--- src/rtl/core_pkg.sv ---
// rtl/core_pkg.sv - shared RV32I core constants: control bundle layout, encodings, opcodes
package core_pkg;

    localparam int CTRL_W = 12;

    // Control bundle field positions
    localparam int CTRL_REGWRITE   = 11;
    localparam int CTRL_RESSRC_HI  = 10;
    localparam int CTRL_RESSRC_LO  = 9;
    localparam int CTRL_MEMWRITE   = 8;
    localparam int CTRL_JUMP       = 7;
    localparam int CTRL_BRANCH_HI  = 6;
    localparam int CTRL_BRANCH_LO  = 5;
    localparam int CTRL_ALUSRC     = 4;
    localparam int CTRL_SEL_ADDER  = 3;
    localparam int CTRL_ALUCTRL_HI = 2;
    localparam int CTRL_ALUCTRL_LO = 0;

    typedef enum logic [1:0] {
        RES_ALU = 2'b00,
        RES_MEM = 2'b01,
        RES_PC4 = 2'b10
    } result_src_e;

    localparam logic [6:0] OP_LOAD   = 7'b0000011;
    localparam logic [6:0] OP_STORE  = 7'b0100011;
    localparam logic [6:0] OP_RTYPE  = 7'b0110011;
    localparam logic [6:0] OP_ITYPE  = 7'b0010011;
    localparam logic [6:0] OP_BRANCH = 7'b1100011;
    localparam logic [6:0] OP_JAL    = 7'b1101111;
    localparam logic [6:0] OP_JALR   = 7'b1100111;
    localparam logic [6:0] OP_LUI    = 7'b0110111;
    localparam logic [6:0] OP_AUIPC  = 7'b0010111;

endpackage

--- src/rtl/sat_counter.sv ---
// rtl/sat_counter.sv - event counter that sticks at all-ones instead of wrapping
module sat_counter #(
    parameter int CNT_W = 16
) (
    input  logic             clk,
    input  logic             rst,
    input  logic             inc,
    output logic [CNT_W-1:0] count
);

    logic [CNT_W-1:0] count_q;
    logic [CNT_W-1:0] count_d;

    // Advance by one unless already at the ceiling
    always_comb begin
        count_d = count_q;
        if (inc && (count_q != {CNT_W{1'b1}})) begin
            count_d = count_q + CNT_W'(1);
        end
    end

    // Count register, cleared only by reset
    always_ff @(posedge clk or negedge rst) begin
        if (!rst) begin
            count_q <= '0;
        end else begin
            count_q <= count_d;
        end
    end

    assign count = count_q;

endmodule

--- src/rtl/id_ex_pipe_reg.sv ---
// rtl/id_ex_pipe_reg.sv - decode-to-execute pipeline register with stall, flush and perf counters
module id_ex_pipe_reg
    import core_pkg::*;
#(
    parameter int XLEN  = 32,
    parameter int CNT_W = 16
) (
    input  logic              clk,
    input  logic              rst,
    input  logic              StallE,
    input  logic              FlushE,
    input  logic              ValidD,
    input  logic [CTRL_W-1:0] CtrlD,
    input  logic [XLEN-1:0]   RD1D,
    input  logic [XLEN-1:0]   RD2D,
    input  logic [XLEN-1:0]   ImmExtD,
    input  logic [XLEN-1:0]   PCD,
    input  logic [XLEN-1:0]   PCPlus4D,
    input  logic [4:0]        Rs1D,
    input  logic [4:0]        Rs2D,
    input  logic [4:0]        RdD,
    input  logic [2:0]        Funct3D,
    output logic              ValidE,
    output logic [CTRL_W-1:0] CtrlE,
    output logic [XLEN-1:0]   RD1E,
    output logic [XLEN-1:0]   RD2E,
    output logic [XLEN-1:0]   ImmExtE,
    output logic [XLEN-1:0]   PCE,
    output logic [XLEN-1:0]   PCPlus4E,
    output logic [4:0]        Rs1E,
    output logic [4:0]        Rs2E,
    output logic [4:0]        RdE,
    output logic [2:0]        Funct3E,
    output logic [CNT_W-1:0]  stall_cnt,
    output logic [CNT_W-1:0]  bubble_cnt
);

    logic              valid_q, valid_d;
    logic [CTRL_W-1:0] ctrl_q, ctrl_d;
    logic [XLEN-1:0]   rd1_q, rd1_d, rd2_q, rd2_d, imm_q, imm_d;
    logic [XLEN-1:0]   pc_q, pc_d, pc4_q, pc4_d;
    logic [4:0]        rs1_q, rs1_d, rs2_q, rs2_d, rd_q, rd_d;
    logic [2:0]        f3_q, f3_d;

    // Next state: flush wins over stall; an invalid load keeps data but drops side effects
    always_comb begin
        valid_d = valid_q;
        ctrl_d  = ctrl_q;
        rd1_d   = rd1_q;
        rd2_d   = rd2_q;
        imm_d   = imm_q;
        pc_d    = pc_q;
        pc4_d   = pc4_q;
        rs1_d   = rs1_q;
        rs2_d   = rs2_q;
        rd_d    = rd_q;
        f3_d    = f3_q;
        if (FlushE) begin
            valid_d = 1'b0;
            ctrl_d  = '0;
            rd1_d   = '0;
            rd2_d   = '0;
            imm_d   = '0;
            pc_d    = '0;
            pc4_d   = '0;
            rs1_d   = '0;
            rs2_d   = '0;
            rd_d    = '0;
            f3_d    = '0;
        end else if (!StallE) begin
            valid_d = ValidD;
            ctrl_d  = ValidD ? CtrlD : '0;
            rd_d    = ValidD ? RdD : 5'd0;
            rd1_d   = RD1D;
            rd2_d   = RD2D;
            imm_d   = ImmExtD;
            pc_d    = PCD;
            pc4_d   = PCPlus4D;
            rs1_d   = Rs1D;
            rs2_d   = Rs2D;
            f3_d    = Funct3D;
        end
    end

    // Pipeline register bank
    always_ff @(posedge clk or negedge rst) begin
        if (!rst) begin
            valid_q <= 1'b0;
            ctrl_q  <= '0;
            rd1_q   <= '0;
            rd2_q   <= '0;
            imm_q   <= '0;
            pc_q    <= '0;
            pc4_q   <= '0;
            rs1_q   <= '0;
            rs2_q   <= '0;
            rd_q    <= '0;
            f3_q    <= '0;
        end else begin
            valid_q <= valid_d;
            ctrl_q  <= ctrl_d;
            rd1_q   <= rd1_d;
            rd2_q   <= rd2_d;
            imm_q   <= imm_d;
            pc_q    <= pc_d;
            pc4_q   <= pc4_d;
            rs1_q   <= rs1_d;
            rs2_q   <= rs2_d;
            rd_q    <= rd_d;
            f3_q    <= f3_d;
        end
    end

    assign ValidE   = valid_q;
    assign CtrlE    = ctrl_q;
    assign RD1E     = rd1_q;
    assign RD2E     = rd2_q;
    assign ImmExtE  = imm_q;
    assign PCE      = pc_q;
    assign PCPlus4E = pc4_q;
    assign Rs1E     = rs1_q;
    assign Rs2E     = rs2_q;
    assign RdE      = rd_q;
    assign Funct3E  = f3_q;

    sat_counter #(.CNT_W(CNT_W)) u_stall_cnt (
        .clk   (clk),
        .rst   (rst),
        .inc   (StallE & ~FlushE),
        .count (stall_cnt)
    );

    sat_counter #(.CNT_W(CNT_W)) u_bubble_cnt (
        .clk   (clk),
        .rst   (rst),
        .inc   (FlushE),
        .count (bubble_cnt)
    );

endmodule

--- config.mk ---
export PLATFORM = sky130hd
export DESIGN_NAME = id_ex_pipe_reg
export DESIGN_NICKNAME = d
export VERILOG_FILES = /design/src/rtl/core_pkg.sv /design/src/rtl/sat_counter.sv /design/src/rtl/id_ex_pipe_reg.sv
export SDC_FILE = /design/constraint.sdc
export NUM_CORES = 1
export LEC_CHECK = 0
export BUFFER_PORTS_ARGS = -buffer_cell sky130_fd_sc_hd__buf_2
export CAP_MARGIN = 20
export CORE_AREA = 3 3 161 163
export CTS_BUF_LIST = sky130_fd_sc_hd__clkbuf_16
export DETAILED_ROUTE_END_ITERATION = 7
export DIE_AREA = 0 0 164 166
export GPL_TIMING_DRIVEN = 0
export PLACE_DENSITY = 0.73
export SLEW_MARGIN = 10
export SYNTH_ARGS = -nofsm -noshare
export SYNTH_HDL_FRONTEND = slang
export SYNTH_SLANG_ARGS = --single-unit
--- constraint.sdc ---
create_clock -name clk -period 1.48 [get_ports clk]
set_input_delay 0.296 -clock clk [delete_from_list [all_inputs] [get_ports clk]]
set_output_delay 0.296 -clock clk [all_outputs]
set_load 0.05 [all_outputs]
==> results of run 1 <==
==> per-layer routing <==
layer | vias up | global-route usage
met3 | 48 | 0.0524
met2 | 309 | 0.340
met5 | - | 0
li1 | 3548 | -
met4 | 0 | 0.0522
met1 | 3645 | 0.219
==> per-stage QoR <==
step           instances  power (uW)  setup TNS, ns  setup WS, ns  hold slack (ns)
2_1_floorplan        744        9720          -2.14        -0.237         0.000409
3_3_place_gp        1484       10900        -918.46         -4.13            0.459
3_5_place_dp        1486       11000         -71.30        -0.490            0.158
4_1_cts             1562       17300         -0.425       -0.0980         0.000805
5_1_grt             1587       18300          -1.70        -0.139          0.00826
6_report            1587       17500         -0.401       -0.0772           0.0260
==> area by class of cell <==
class / count / area (sq um) / share of cell area
well taps: 324 / 405 / 0.0302
inverters: 1 / 3.75 / 0.000280
clock buffers: 25 / 626 / 0.0466
multi-input cells: 476 / 3500 / 0.261
plain buffers: 44 / 200 / 0.0149
flip-flops and latches: 223 / 5620 / 0.419
repair buffers: 475 / 2920 / 0.218
clock inverters: 19 / 144 / 0.0107
==> path summary, 6_finish.rpt <==
kind,startpoint,endpoint,slack [ns],cells past startpoint
max,u_bubble_cnt.count[8]$_DFFE_PN0P_,u_bubble_cnt.count[1]$_DFFE_PN0P_,-0.08,4
min,RD1D[13],RD1E[13]$_DFFE_PN0P_,0.03,3
max reg2reg,u_bubble_cnt.count[8]$_DFFE_PN0P_,u_bubble_cnt.count[1]$_DFFE_PN0P_,-0.08,4
min reg2reg,CtrlE[1]$_DFFE_PN0P_,CtrlE[1]$_DFFE_PN0P_,0.50,1
max in group asynchronous,rst,PCPlus4E[19]$_DFFE_PN0P_,0.47,3
min in group asynchronous,rst,ImmExtE[28]$_DFFE_PN0P_,0.23,2
==> Yosys cell counts (all sizes together) (2+ instances only) <==
master,number,area [sq um]
dfrtp,223,5580
nor2,179,672
mux2i,173,1730
buf,30,145
a22o,17,149
nand3,16,85.1
clkbuf,14,52.6
nand2,13,48.8
xnor2,13,114
nand4,12,87.6
xor2,9,78.8
nor3,6,30.0
mux2,4,48.8
nor4,4,46.3
and3,3,18.8
and4,3,26.3
o21a,3,22.5
a41oi,2,17.5
ha,2,25.0
nand2b,2,12.5
==> logic make-up after synthesis <==
group / share of synthesized area
fa+ha+maj: 0.00275
flops: 0.612
compound gates: 0.0280
xor+xnor: 0.0211
buf+inv: 0.0221
simple gates: 0.118
mux: 0.195
==> layout by cell type (no fill, tap or decap), drive strengths merged, types with 2 or more instances in the layout <==
cell type    count
buf            462
dfrtp          223
nor2           179
mux2i          173
clkbuf          64
dlygate4sd3     18
a22o            17
nand3           16
xnor2           13
nand2           13
nand4           12
xor2             9
clkinv           8
inv              6
nor3             6
clkinvlp         4
mux2             4
nor4             4
o21a             3
and4             3
and3             3
nand2b           2
a41oi            2
ha               2
bufinv           2
==> power groups by stage <==
stage	Combinational, uW	Sequential, uW	Clock (uW)
floorplan	994	8730	0
global placement	3810	7130	0
detailed placement	3880	7160	0
CTS	4280	7060	5970
global route	4940	7100	6300
finish	4660	7040	5820
==> sequential cells by signal, summed over array words and instances, names as in the netlist, 5 cells and up <==
signal              flops
CtrlE                  12
RD1E                   32
RD2E                   32
ImmExtE                32
Rs2E                    5
PCE                    32
RdE                     5
u_stall_cnt.count      16
u_bubble_cnt.count     16
PCPlus4E               32
Rs1E                    5
==> what timing repair did <==
action	in CTS	in global routing
gates resized for setup	55	61
hold buffers	18	0
endpoints found under the hold margin	62	0
setup endpoints to repair	48	115
setup buffers	14	25
pin swaps	5	15
==> critical path, cell delays in order, from the launching register on <==
cell and delay [ns]:
dfrtp_2 0.42, nand4_4 0.14, o41a_1 0.44, buf_6 0.15
mux2_4 0.29
==> metrics.md, run 1 <==
| Metric | Value |
|---|---|
| Routability Congestion | between 0.8 and 0.9 |
| Worst skew pair latency | between 0.5 and 0.6 ns |
| Number of CTS-inserted buffers | 25 |
| Max FO, Critical Path | 9 |
| H-tree depth | 1 |
| Seq pwr share | 0.402 |
| Status | finished, violations left |
| Worst Path Required | between 1.5 and 2 ns |
| Vias per cell | 4.76 |
| Hold Fails Final Rpt | 0 |
| Ys Warns | 0 |
| Clock power frac | 0.332 |
| Flops & latches, synth | 223 |
| Crit start category | flop |
| Largest net degree at the start of global routing | just over 100 |
| Unrepaired setup endpoints after global routing | true |
| Drt total wl | 27.1 mm |
| Met1 wire length | 10.3 mm |
| DRT Pass-1 Iters | 5 |
| Slew @ Worst Pin | about 0.58 ns |
| Final min period | between 1.5 and 2 ns |
| Failing checks | negative setup slack |
| Final worst slack | -0.0772 ns |
| Clk pin slew, worst setup/hold paths | about 0.06 ns |
| CTS tree | yes |
| Global-route wire length before repair | approximately 42 mm |
| Crit path kind | flop to flop |
| Mapped Nets | between 900 and 1000 |
| Met2 routed WL | ~14 mm |
| Synthesis-to-layout area growth | 47.3% |
| Iteration-0 DRC Markers | about 340 |
| Distinct cells, synth | between 40 and 50 |
| HP Class | input port to flop |
| Max-Cap Viols | 0 |
| Routed via count | roughly 7600 |
| Fmax | around 640 MHz |
| Seq/Total Area, Yosys | 0.612 |
| Final Skew | between 0.006 and 0.007 ns |
| Share of cells above drive strength 1 | 0.457 |
| Initial Utilization | 0.372 |
| Top FF cell, synth | dfrtp_1 |
| Placed instance area | ~0.012 sq mm |
| Fin area | 0.0134 sq mm |
| Worst Path Arrival | between 1.5 and 2 ns |
| Max-slew violations | 0 |
| Fin crit share | 1.05 |
| Grt ovf | 0 |
| Synthesized instance count | 744 |
| Num rows | 57 |
| # IOs | 418 |
| Clock Root Buffer | clkbuf_16 |
| Initial antenna violation count | 0 |
| Int Power | between 10000 and 15000 uW |
| EDFF count, synth | 0 |
| Die extent in y | 166 um |
| Average wire per standard cell | about 17 um |
| Vias in the first global route | a little under 8000 |
| Max VDD drop | 0.856 mV |
| Core area | around 0.024 sq mm |
| Slew headroom | 0.613 |
| Max Used Layer | met4 |
| Avg Inst Size Synth | about 12 sq um |
| Post-DP HPWL | about 19 mm |
| Tot GR Track Use | 0.189 |
| Async set-or-reset flop fraction in the synthesized netlist | 1.00 |
| Gate power share | 0.266 |
| Fill count | 2081 |
| Die width | about 160 um |
| Count of final setup violators | 12 |
| Net count, final | roughly 1400 |
| Total leakage power | 0.00736 uW |
| Bufs on Longest Clock Path | 3 |
| ANT cells | 0 |
| Syn Std Cell Area | just over 0.009 sq mm |
| Final core utilization | 0.549 |
| Pwr Density | about 1300 mW/mm^2 |
| DRC | 0 |
| Sw frac | 0.333 |
| # port buffers | 416 |
| TritonCTS Sinks | 223 |
| Switching power | ~6000 uW |
| Met3 routed WL | ~2.4 mm |
| Post-route ant nets | 0 |
| Crit. End Element | flop |
| Die ar. | around 0.027 sq mm |
No activity file was read; power rests on OpenSTA's default activity.
==> inputs of run 2 (changes only) <==
==> constraint.sdc (replaced) <==
create_clock -name clk -period 1.48 [get_ports clk]
set_input_delay 0.074 -clock clk [delete_from_list [all_inputs] [get_ports clk]]
set_output_delay 0.074 -clock clk [all_outputs]
set_load 0.05 [all_outputs]
==> metrics.md, run 2 (same netlist as run 1, synthesis figures left out) <==
| Metric | Value |
|---|---|
| Final worst slack | -0.0742 ns |
| Fmax | between 600 and 700 MHz |
| Worst Path Buf+Inv | 1 |
| Hold Fails Final Rpt | 0 |
| H-tree depth | 1 |
| Routability Congestion | roughly 0.85 |
| # port buffers | 416 |
| DRC | 0 |
| Tot GR Track Use | 0.219 |
| Status | finished, violations left |
| Average wire per standard cell | between 15 and 20 um |
| Worst Path Required | between 1.5 and 2 ns |
| Crit. End Element | flop |
| Share of cells above drive strength 1 | 0.396 |
| Initial antenna violation count | 2 |
| HP Class | input port to flop |
| Max-Cap Viols | 0 |
| Count of final setup violators | 3 |
| Placed instance area | between 0.01 and 0.015 sq mm |
| Synthesis-to-layout area growth | 62.5% |
| Worst skew pair latency | between 0.5 and 0.6 ns |
| Pwr Density | roughly 1200 mW/mm^2 |
| Most common cell after layout, fill and taps aside | buf_2 |
| Total power | 17500 uW |
| Clock Root Buffer | clkbuf_16 |
| Max incr delay on CP | approximately 0.42 ns |
| Final min period | between 1.5 and 2 ns |
| CTS tree | yes |
| Iteration-0 DRC Markers | ~440 |
| Slew headroom | 0.550 |
| Fin crit share | 1.05 |
| Vias per cell | about 4.8 |
| Worst-path cell with the longest stage delay | o41a_1 |
| Post-route ant nets | 0 |
| Die ar. | 0.0272 sq mm |
| Unrepaired setup endpoints after global routing | true |
| Slew @ Worst Pin | 0.675 ns |
| # IOs | around 420 |
| Grt ovf | 0 |
| Core area | 0.0245 sq mm |
| Failing checks | negative setup slack |
| Global-route wire length before repair | between 40 and 50 mm |
| Most frequent cells in the layout | buf_2 (434), dlygate4sd3_1 (192), dfrtp_1 (191), nor2_1 (177), mux2i_1 (173) |
| Total leakage power | 0.00799 uW |
| Hold_ws | 0.0724 ns |
| Die width | 164 um |
| Num rows | 57 |
| Largest net degree at the start of global routing | a little over 100 |
| Crit start category | flop |
| Worst path cell trace | nand4_1 -> o41a_1 -> buf_6 -> mux2_4 |
| Post-DP HPWL | between 15 and 20 mm |
| Initial Utilization | 0.372 |
| Clk pin slew, worst setup/hold paths | roughly 0.060 ns |
| Max FO, Critical Path | 9 |
| DRT Pass-1 Iters | 5 |
| Vias in the first global route | 9162 |
| Largest delay share family, worst path | compound AO/OA/AOI/OAI gates |
| Routed via count | approximately 8400 |
| Drt total wl | between 30 and 40 mm |
| Max VDD drop | 0.880 mV |
| Die extent in y | approximately 170 um |
| Worst Path Arrival | a little under 2 ns |
| Net count, final | 1606 |
| Final core utilization | 0.605 |
| TritonCTS Sinks | 223 |
| Fin area | 0.0148 sq mm |
| Max-slew violations | 0 |
| Crit path kind | flop to flop |
| Bufs on Longest Clock Path | 3 |
| Number of CTS-inserted buffers | 25 |
| Final Skew | roughly 0.0081 ns |
[run 2: cell types whose count changed in the layout (fill, tap and decap cells not counted), sizes merged]
cell / before / now
diode: 0 / 3
dlygate4sd3: 18 / 192
buf: 462 / 476
clkbuf: 64 / 39
[run 2: report_power, final]
group	switching (uW)	total, uW	internal (uW)
combinational	3020	4640	1620
clock	2460	5860	3400
sequential	440	7030	6590
total	5910	17500	11600
[run 2: worst reg2reg max path, delay by kind of cell (launching register included)]
kind                   cells  cell delay (ns)
AOI/OAI and AO/OA          1             0.42
DFF                        1             0.41
muxes                      1             0.29
and+or+nand+nor            1             0.17
buffers and inverters      1             0.15
[run 2: cell type report]
| cell class | instances | area, sq um |
|---|---|---|
| Antenna cell | 3 | 7.51 |
| Buffer | 44 | 198 |
| Clock buffer | 25 | 626 |
| Clock inverter | 19 | 144 |
| Fill cell | 1818 | 9660 |
| Inverter | 1 | 3.75 |
| Multi-Input combinational cell | 476 | 3510 |
| Sequential cell | 223 | 5620 |
| Tap cell | 324 | 405 |
| Timing Repair Buffer | 638 | 4290 |
[run 2: worst paths after layout]
path                                                     from                           endpoint  slack (ns)  cells past startpoint
setup / recovery           u_bubble_cnt.count[12]$_DFFE_PN0P_  u_bubble_cnt.count[1]$_DFFE_PN0P_       -0.07                      4
hold / removal                                         StallE               CtrlE[3]$_DFFE_PN0P_        0.07                      3
setup reg to reg           u_bubble_cnt.count[12]$_DFFE_PN0P_  u_bubble_cnt.count[1]$_DFFE_PN0P_       -0.07                      4
hold reg to reg                          CtrlE[7]$_DFFE_PN0P_               CtrlE[7]$_DFFE_PN0P_        0.50                      1
max in group asynchronous                                 rst                PCE[12]$_DFFE_PN0P_        0.17                      4
min in group asynchronous                                 rst            ImmExtE[28]$_DFFE_PN0P_        0.54                      3
[run 2: what timing repair did]
action / 4_1_cts / 5_1_grt
endpoints found under the setup margin: 12 / 22
hold endpoints to repair: 413 / 0
hold buffers: 192 / 0
gates resized for setup: 7 / 11
buffers inserted: 16 / 13
pin swaps: 5 / 9
[run 2: metal layers]
metal | global-route usage | routed length, um | vias to the layer above
li1 | - | - | 3880
met1 | 0.248 | 11800 | 4097
met2 | 0.389 | 15600 | 365
met3 | 0.0511 | 2310 | 96
met4 | 0.0971 | 1410 | 0
met5 | 0 | 0 | -
[run 2: metrics by stage]
step	setup slack [ns]	cells	setup TNS (ns)
finish	-0.0742	1753	-0.136
global route	-0.141	1752	-1.04
detailed placement	-0.268	1486	-30.87
CTS	-0.0676	1737	-0.184
floorplan	-0.237	744	-2.14
global placement	-3.91	1484	-828.66
==> inputs of run 3 (changes only) <==
BUFFER_PORTS_ARGS = -buffer_cell sky130_fd_sc_hd__buf_4   (was -buffer_cell sky130_fd_sc_hd__buf_2)
TNS_END_PERCENT = 30   (was default)
==> metrics.md, run 3 (same netlist as run 1, synthesis figures left out) <==
| Metric | Value |
|---|---|
| DRT Pass-1 Iters | 4 |
| Total leakage power | between 0.008 and 0.009 uW |
| Clk pin slew, worst setup/hold paths | 0.06 ns |
| Max incr delay on CP | about 0.40 ns |
| Synthesis-to-layout area growth | 73.0% |
| Iteration-0 DRC Markers | between 300 and 400 |
| Post-route insts no fill | 1740 |
| Worst slack at placement | -0.295 ns |
| Final core utilization | 0.644 |
| Failing checks | negative setup slack |
| Grt ovf | 0 |
| Crit. End Element | flop |
| Net count, final | about 1600 |
| Slew @ Worst Pin | 0.681 ns |
| Clock Root Buffer | clkbuf_16 |
| Most frequent cells in the layout | buf_4 (428), dfrtp_1 (191), dlygate4sd3_1 (191), nor2_1 (178), mux2i_1 (173) |
| Placed insts | ~1500 |
| Global-route wire length before repair | between 40 and 50 mm |
| Vias in the first global route | roughly 9300 |
| Final worst slack | -0.109 ns |
| Post-DP HPWL | 20.4 mm |
| Bufs on Longest Clock Path | 3 |
| Crit path kind | flop to flop |
| Worst Path Required | 1.88 ns |
| DRC | 0 |
| Fill count | roughly 1800 |
| Num rows | 57 |
| Hold Fails Final Rpt | 0 |
| Final Skew | 0.00178 ns |
| Final min period | about 1.6 ns |
| Average wire per standard cell | 18.2 um |
| Number of CTS-inserted buffers | 25 |
| H-tree depth | 1 |
| Tot GR Track Use | 0.225 |
| Register-to-register setup slack | -0.11 ns |
| Die extent in y | roughly 170 um |
| Max VDD drop | between 0.8 and 0.9 mV |
| Worst-path cell with the longest stage delay | dfrtp_2 |
| Initial Utilization | 0.372 |
| Max-slew violations | 0 |
| Fmax | 629 MHz |
| FF-to-FF Start | u_stall_cnt.count[0]$_DFFE_PN0P_ |
| # IOs | ~420 |
| CTS tree | yes |
| Worst path cell trace | ha_4 -> nand3_2 -> nor4_4 -> buf_4 -> nor2_2 -> mux2_2 |
| Routability Congestion | roughly 0.80 |
| Drt total wl | 31.6 mm |
| HP Class | input port to async pin |
| Largest net degree at the start of global routing | approximately 110 |
| # port buffers | 416 |
| Vias per cell | 4.80 |
| Status | finished, violations left |
| Core area | around 0.024 sq mm |
| Most common cell after layout, fill and taps aside | buf_4 |
| Worst skew pair latency | ~0.51 ns |
| TritonCTS Sinks | 223 |
| Fin area | roughly 0.016 sq mm |
| Slew headroom | 0.546 |
| Worst Path Arrival | 1.99 ns |
| Routed via count | about 8300 |
| Max FO, Critical Path | 4 |
| Worst reg2reg path endpoint | u_stall_cnt.count[1]$_DFFE_PN0P_ |
| Die ar. | 0.0272 sq mm |
| Crit start category | flop |
| Initial antenna violation count | 0 |
| Unrepaired setup endpoints after global routing | true |
| Max-Cap Viols | 0 |
| Fin crit share | 1.07 |
| Hold_ws | around 0.066 ns |
| Pwr Density | approximately 1100 mW/mm^2 |
| Cells on worst reg2reg path | 6 |
| Placed instance area | ~0.013 sq mm |
| Share of cells above drive strength 1 | 0.391 |
| Count of final setup violators | 7 |
| Die width | between 150 and 200 um |
| Post-route ant nets | 0 |
run 3: cell count changes in the layout (fill, tap and decap cells not counted), moves of 2 or more:
cell        delta
buf_4        +402
diode_2        -2
buf_2        -414
clkinv_2       +3
clkinvlp_4     -3
run 3: how the worst max path moves through the flow:
stage	start	end	slack, ns	cells after the start
4_1_cts	u_bubble_cnt.count[1]$_DFFE_PN0P_	u_bubble_cnt.count[1]$_DFFE_PN0P_	-0.09	5
2_1_floorplan	u_bubble_cnt.count[0]$_DFFE_PN0P_	u_bubble_cnt.count[1]$_DFFE_PN0P_	-0.24	5
3_5_place_dp	FlushE	Funct3E[1]$_DFFE_PN0P_	-0.29	5
5_1_grt	u_stall_cnt.count[0]$_DFFE_PN0P_	u_stall_cnt.count[1]$_DFFE_PN0P_	-0.18	6
6_report	u_stall_cnt.count[0]$_DFFE_PN0P_	u_stall_cnt.count[1]$_DFFE_PN0P_	-0.11	6
3_3_place_gp	rst	u_stall_cnt.count[9]$_DFFE_PN0P_	-1.56	1
run 3: final cells by class:
type                       instances  area (sq um)  area share
clock buffer                      25           626      0.0397
tap                              324           405      0.0257
buffer                            44           198      0.0125
clock inverter                    20           166      0.0106
inverter                           1          3.75    0.000238
antenna                            1          2.50    0.000159
timing repair buffer             626          5240       0.332
multi-input combinational        476          3500       0.222
sequential                       223          5620       0.357
run 3: timing repair:
action / 4_1_cts / 5_1_grt
endpoints found under the setup margin: 10 / 22
pin swaps: 3 / 7
setup buffers: 9 / 8
hold endpoints to repair: 413 / 0
gates resized for setup: 5 / 15
hold buffers: 191 / 0
run 3: power breakdown:
group	leakage, uW	internal [uW]	switching [uW]	total, uW
clock network	0.000407	3580	2510	6090
logic	0.00484	1920	2950	4880
registers	0.00292	6590	480	7070
run 3: critical path, delay by kind of cell (launching register included):
family | cells | cell delay (ns)
muxes | 1 | 0.28
and+or+nand+nor | 3 | 0.44
adders and majority gates | 1 | 0.18
buffers and inverters | 1 | 0.17
DFF | 1 | 0.40
run 3: routing by layer:
| layer | vias to the layer above | share of wire | track usage | wire [um] |
|---|---|---|---|---|
| met5 | - | 0 | 0 | 0 |
| met3 | 85 | 0.073 | 0.0541 | 2310 |
| li1 | 3855 | - | - | - |
| met2 | 355 | 0.50 | 0.397 | 15800 |
| met4 | 0 | 0.046 | 0.0923 | 1450 |
| met1 | 4054 | 0.38 | 0.259 | 12000 |
run 3: through the flow:
stage	setup TNS (ns)	total power, uW
final	-0.309	18000
after global routing	-1.47	18800
after CTS	-0.259	18100
after detailed placement	-27.49	11400
after global placement	-332.15	11300
after floorplan	-1.86	9710
